### src/rtl/gpio_conf_bank.sv
// Bank of NUM_CH GPIO config channels with per-channel valid/ready write handshake,
// shadow registers and optional atomic commit. Optional write lock via GPIO_CONF_BANK_LOCK_EN.
module gpio_conf_bank #(
  parameter int                NUM_CH      = 4,
  parameter int                DATA_W      = 24,
  parameter int                COMMIT_MODE = 0,
  parameter logic [DATA_W-1:0] RST_VAL     = '0
) (
  input  logic                     clock,
  input  logic                     reset,
  input  logic [NUM_CH-1:0]        conf_valid,
  output logic [NUM_CH-1:0]        conf_ready,
  input  logic [NUM_CH*DATA_W-1:0] conf_in,
  output logic [NUM_CH*DATA_W-1:0] conf_out,
  input  logic                     commit,
  output logic [NUM_CH-1:0]        pending,
  output logic [NUM_CH-1:0]        updated
`ifdef GPIO_CONF_BANK_LOCK_EN
  ,
  input  logic                     lock,
  output logic                     lock_err,
  input  logic                     err_clr
`endif
);

  typedef enum logic {IDLE, ACK} hs_state_t;

  logic              lock_w;
  logic [NUM_CH-1:0] accept_vec;

`ifdef GPIO_CONF_BANK_LOCK_EN
  logic lock_err_reg;
  logic lock_err_next;

  assign lock_w = lock;

  // A set in the same cycle as a clear wins so no violation is ever lost.
  always_comb begin
    lock_err_next = lock_err_reg;
    if (err_clr)
      lock_err_next = 1'b0;
    if (lock && (|accept_vec))
      lock_err_next = 1'b1;
  end

  always_ff @(posedge clock or negedge reset) begin
    if (!reset)
      lock_err_reg <= 1'b0;
    else
      lock_err_reg <= lock_err_next;
  end

  assign lock_err = lock_err_reg;
`else
  assign lock_w = 1'b0;
`endif

  genvar gi;
  generate
    for (gi = 0; gi < NUM_CH; gi++) begin : g_ch
      hs_state_t         state_reg;
      hs_state_t         state_next;
      logic [DATA_W-1:0] din;
      logic [DATA_W-1:0] shadow_reg;
      logic [DATA_W-1:0] shadow_next;
      logic [DATA_W-1:0] out_reg;
      logic              pending_reg;
      logic              pending_next;
      logic              updated_reg;
      logic              write_en;
      logic              apply;

      assign din           = conf_in[gi*DATA_W +: DATA_W];
      assign accept_vec[gi] = (state_reg == ACK) && conf_valid[gi];
      assign write_en      = accept_vec[gi] && !lock_w;
      assign shadow_next   = write_en ? din : shadow_reg;

      always_comb begin
        state_next = state_reg;
        case (state_reg)
          IDLE:    if (conf_valid[gi]) state_next = ACK;
          ACK:     if (conf_valid[gi]) state_next = IDLE;
          default: state_next = IDLE;
        endcase
      end

      // Accepting data is folded into shadow_next, so a same-cycle accept wins over older pending data.
      always_comb begin
        apply        = 1'b0;
        pending_next = 1'b0;
        if (COMMIT_MODE == 0) begin
          apply = write_en;
        end else begin
          apply = commit && (pending_reg || write_en);
          if (apply)
            pending_next = 1'b0;
          else if (write_en)
            pending_next = 1'b1;
          else
            pending_next = pending_reg;
        end
      end

      always_ff @(posedge clock or negedge reset) begin
        if (!reset) begin
          state_reg   <= IDLE;
          shadow_reg  <= RST_VAL;
          out_reg     <= RST_VAL;
          pending_reg <= 1'b0;
          updated_reg <= 1'b0;
        end else begin
          state_reg   <= state_next;
          shadow_reg  <= shadow_next;
          pending_reg <= pending_next;
          updated_reg <= apply;
          if (apply)
            out_reg <= shadow_next;
        end
      end

      assign conf_ready[gi]                 = (state_reg == ACK);
      assign pending[gi]                    = pending_reg;
      assign updated[gi]                    = updated_reg;
      assign conf_out[gi*DATA_W +: DATA_W]  = out_reg;
    end
  endgenerate

endmodule
### config.mk
export PLATFORM = sky130hd
export DESIGN_NAME = gpio_conf_bank
export DESIGN_NICKNAME = d
export VERILOG_FILES = /design/src/rtl/gpio_conf_bank.sv
export SDC_FILE = /design/constraint.sdc
export NUM_CORES = 1
export LEC_CHECK = 0
export BUFFER_PORTS_ARGS = -buffer_cell sky130_fd_sc_hd__buf_2
export CAP_MARGIN = 5
export CORE_AREA = 10 10 165 167
export CTS_BUF_LIST = sky130_fd_sc_hd__clkbuf_4 sky130_fd_sc_hd__clkbuf_8
export DETAILED_ROUTE_END_ITERATION = 6
export DIE_AREA = 0 0 175 177
export PLACE_DENSITY = 0.56
export SYNTH_ARGS = -nofsm -noshare
export SYNTH_HDL_FRONTEND = slang
export SYNTH_SLANG_ARGS = --single-unit
### constraint.sdc
create_clock -name clock -period 1.4 [get_ports clock]
set_input_delay 0.14 -clock clock [delete_from_list [all_inputs] [get_ports clock]]
set_output_delay 0.14 -clock clock [all_outputs]
set_load 0.005 [all_outputs]
==> results.py <==
metrics = {
    "power_and_ir_drop": {
        "power.density_cell_area_mw_per_mm2": 2130,
        "leakage_nw": 5.62,
        "vdd_drop_max_uv": 960,
    },
    "cells_and_area": {
        "area_growth_pct": 39.9,
        "final_cell_area_sq_mm": 0.0115,
        "insertedDiodeCount": 0,
        "multi_input_area_sq_mm": 0.00305,
        "final_net_count": 885,
        "ff_latch_area_sq_mm": 0.00500,
        "layout_cells_sized_above_1_pct": 61.0,
        "final_cell_count_no_fill": 1111,
        "final.fill_count": 2060,
    },
    "sta": {
        "finalHoldWorstSlack_ns": 0.124,
        "timing.final.setup_violations": 96,
        "fin_worst_skew_ns": 0.0118,
        "fmax_mhz": 679,
        "drv_slew": 0,
        "fin_crit_sh_pct": 105,
        "period_needed_ns": 1.47,
        "grt_setup_unrepaired": "true",
        "fin_setup_tns_ns": -4.38,
        "report.final.hold_viol_count": 0,
        "layout_setup_ws_ns": -0.0727,
    },
    "synthesis": {
        "ys_seq_area_share_pct": 60.8,
        "syn-mean-instance-area_sq_um": 18.8,
        "synth_enable_flop_cells": 0,
        "post-synth-top-area-fraction_pct": 60.8,
        "synth-warning-count": 0,
        "synth_async_sr_flop_share_pct": 100,
        "number_of_standard_cells_after_synthesis": 437,
        "mappedNetlistArea_sq_mm": 0.00823,
        "synth_top_cells_by_area": "sky130_fd_sc_hd__dfrtp_1 61%, sky130_fd_sc_hd__mux2_4 29%, sky130_fd_sc_hd__mux2_2 4.4%",
        "synth.top_cells.by_count": "200 x sky130_fd_sc_hd__dfrtp_1, 160 x sky130_fd_sc_hd__mux2_4, 32 x sky130_fd_sc_hd__mux2_2",
        "post_synth_num_cell_types": 9,
        "postSynthRegisterBits": 200,
        "yosys_most_used_dff": "sky130_fd_sc_hd__dfrtp_1",
        "cell_with_the_most_instances_after_synthesis": "sky130_fd_sc_hd__dfrtp_1",
        "synth_top_cell_by_area": "sky130_fd_sc_hd__dfrtp_1",
    },
    "routing": {
        "drt_first_iter_violations": 268,
        "vias": 4740,
        "drt_drc": 0,
        "detail_route.vias_per_cell": 4.27,
        "ant_nets": 0,
        "wire_per_inst_um": 17.8,
        "routed_wirelength_um": 19800,
        "drt-pass1-iter-count": 4,
    },
    "clocking": {
        "max_h_tree_level": 4,
        "insertion_delay_ns": 0.46,
        "worst_case_clock_buffer_depth": 2,
        "tritoncts_clock_tree": "done",
        "clock_sink_count": 200,
        "cts_inserted_buffers": 17,
        "cts.root.buffer_cell": "sky130_fd_sc_hd__clkbuf_8",
        "clk_pin_slew_ns": 0.11,
    },
    "floorplan": {
        "row_count": 57,
        "die_width_um": 175,
        "die_area_sq_mm": 0.0310,
        "initial_core_utilization_pct": 34.3,
        "fp.coreArea_sq_mm": 0.0240,
        "i_o_pin_total": 211,
        "chip_height_um": 177,
    },
    "critical_path": {
        "endpoint": "g_ch[1].out_reg[3]",
        "worst_reg_to_reg_path_cell_count": 4,
        "r2r_start": "g_ch[1].state_reg",
        "start_kind": "flip-flop",
        "worst_ep_required_time_ns": 1.75,
        "startpoint": "g_ch[1].state_reg",
        "worstSetupEndpointType": "flip-flop",
        "cp.arrival_ns": 1.82,
        "r2r_setup_slack_ns": -0.07,
        "cp_max_fo": 10,
        "regToRegEndpoint": "g_ch[1].out_reg[3]",
        "worstSetupPathType": "flip-flop to flip-flop",
    },
    "place": {
        "place_congestion": 0.745,
        "io_buffers": 205,
        "detailedPlace.worstSlack_ns": -0.119,
        "placedInstanceArea_sq_mm": 0.00972,
        "dp_cells": 959,
        "detailedPlacementHpwl_um": 13500,
    },
    "global_route": {
        "vias_in_the_first_global_route": 5590,
        "grt_overflow_total": 0,
        "grt_start_max_net_pins": 59,
        "wire_length_of_the_first_global_routing_pass_um": 32000,
        "overall_global_routing_usage_pct": 13.0,
        "antenna_found_initial": 0,
    },
    "hold_path": {
        "worstHoldPathType": "primary input to asynchronous set/reset pin",
    },
    "run": {
        "max_cap_viol_count": 0,
    },
    "outcome": {
        "failed_checks": "negative setup slack",
        "run_status": "finished with violations",
    },
}
-- area by class of cell --
class	instances	share of cell area (%)
multi-input cells	204	26.5
well taps	324	3.52
flip-flops and latches	200	43.5
clock inverters	14	1.33
repair buffers	351	23.0
clock buffers	18	2.15
-- layer usage --
metal / up-vias / wire [um] / GRT usage (%)
li1: 2164 / - / -
met1: 2445 / 8740 / 16.4
met2: 119 / 9900 / 21.3
met3: 12 / 970 / 3.69
met4: 0 / 197 / 3.71
met5: - / 0 / 0
-- worst min path at each step --
stage          start                endpoint  slack (ns)  cells past startpoint
2_1_floorplan  reset      g_ch[0].out_reg[0]       -0.16                      0
3_3_place_gp   reset     g_ch[1].out_reg[12]        0.06                      1
3_5_place_dp   reset  g_ch[1].shadow_reg[12]        0.07                      1
4_1_cts        reset  g_ch[1].shadow_reg[12]         0.1                      2
5_1_grt        reset  g_ch[1].shadow_reg[12]        0.12                      2
6_report       reset   g_ch[1].shadow_reg[6]        0.12                      2
-- power by group --
part	switching (W)	internal [W]	total (W)
Clock	0.00234	0.00140	0.00374
Combinational	0.00368	0.00708	0.0108
Sequential	0.00135	0.00871	0.0101
-- stage by stage --
stage | power (W) | util [%]
after floorplan | 0.0164 | -
after global placement | 0.0193 | 40.6
after detailed placement | 0.0198 | 40.6
after CTS | 0.0248 | 47.8
after global routing | 0.0261 | 48.0
final | 0.0246 | 48.0
-- layout by cell type, fill, tap and decap left out, drive strengths merged --
cell type,instances
buf,248
dfrtp,200
mux2,192
dlygate4sd3,101
clkbuf,20
ha,8
inv,7
clkinv,6
conb,4
clkinvlp,1
-- cells by family (layout without fill, tap and decap cells) --
logic type | after synthesis | in the layout | synth area share (%)
adder cells (fa/ha/maj) | 8 | 8 | 1.22
buffers and inverters | 36 | 383 | 4.32
flip-flops | 200 | 200 | 60.8
multiplexers | 192 | 192 | 33.6
other | 1 | 4 | 0.0456
-- critical path, stage by stage (launching register included) --
cell and delay (ns):
sky130_fd_sc_hd__dfrtp_1 0.40, sky130_fd_sc_hd__ha_4 0.23, sky130_fd_sc_hd__buf_12 0.17, sky130_fd_sc_hd__mux2_4 0.31, sky130_fd_sc_hd__mux2_4 0.26
-- what timing repair did --
action,in CTS,in global routing
setup endpoints to repair,96,96
pin swaps,2,2
hold buffers,101,0
resized for setup,43,0
setup buffers,13,3
gates cloned,2,1
hold endpoints to repair,329,0
Power figures use the tool's default switching activity.
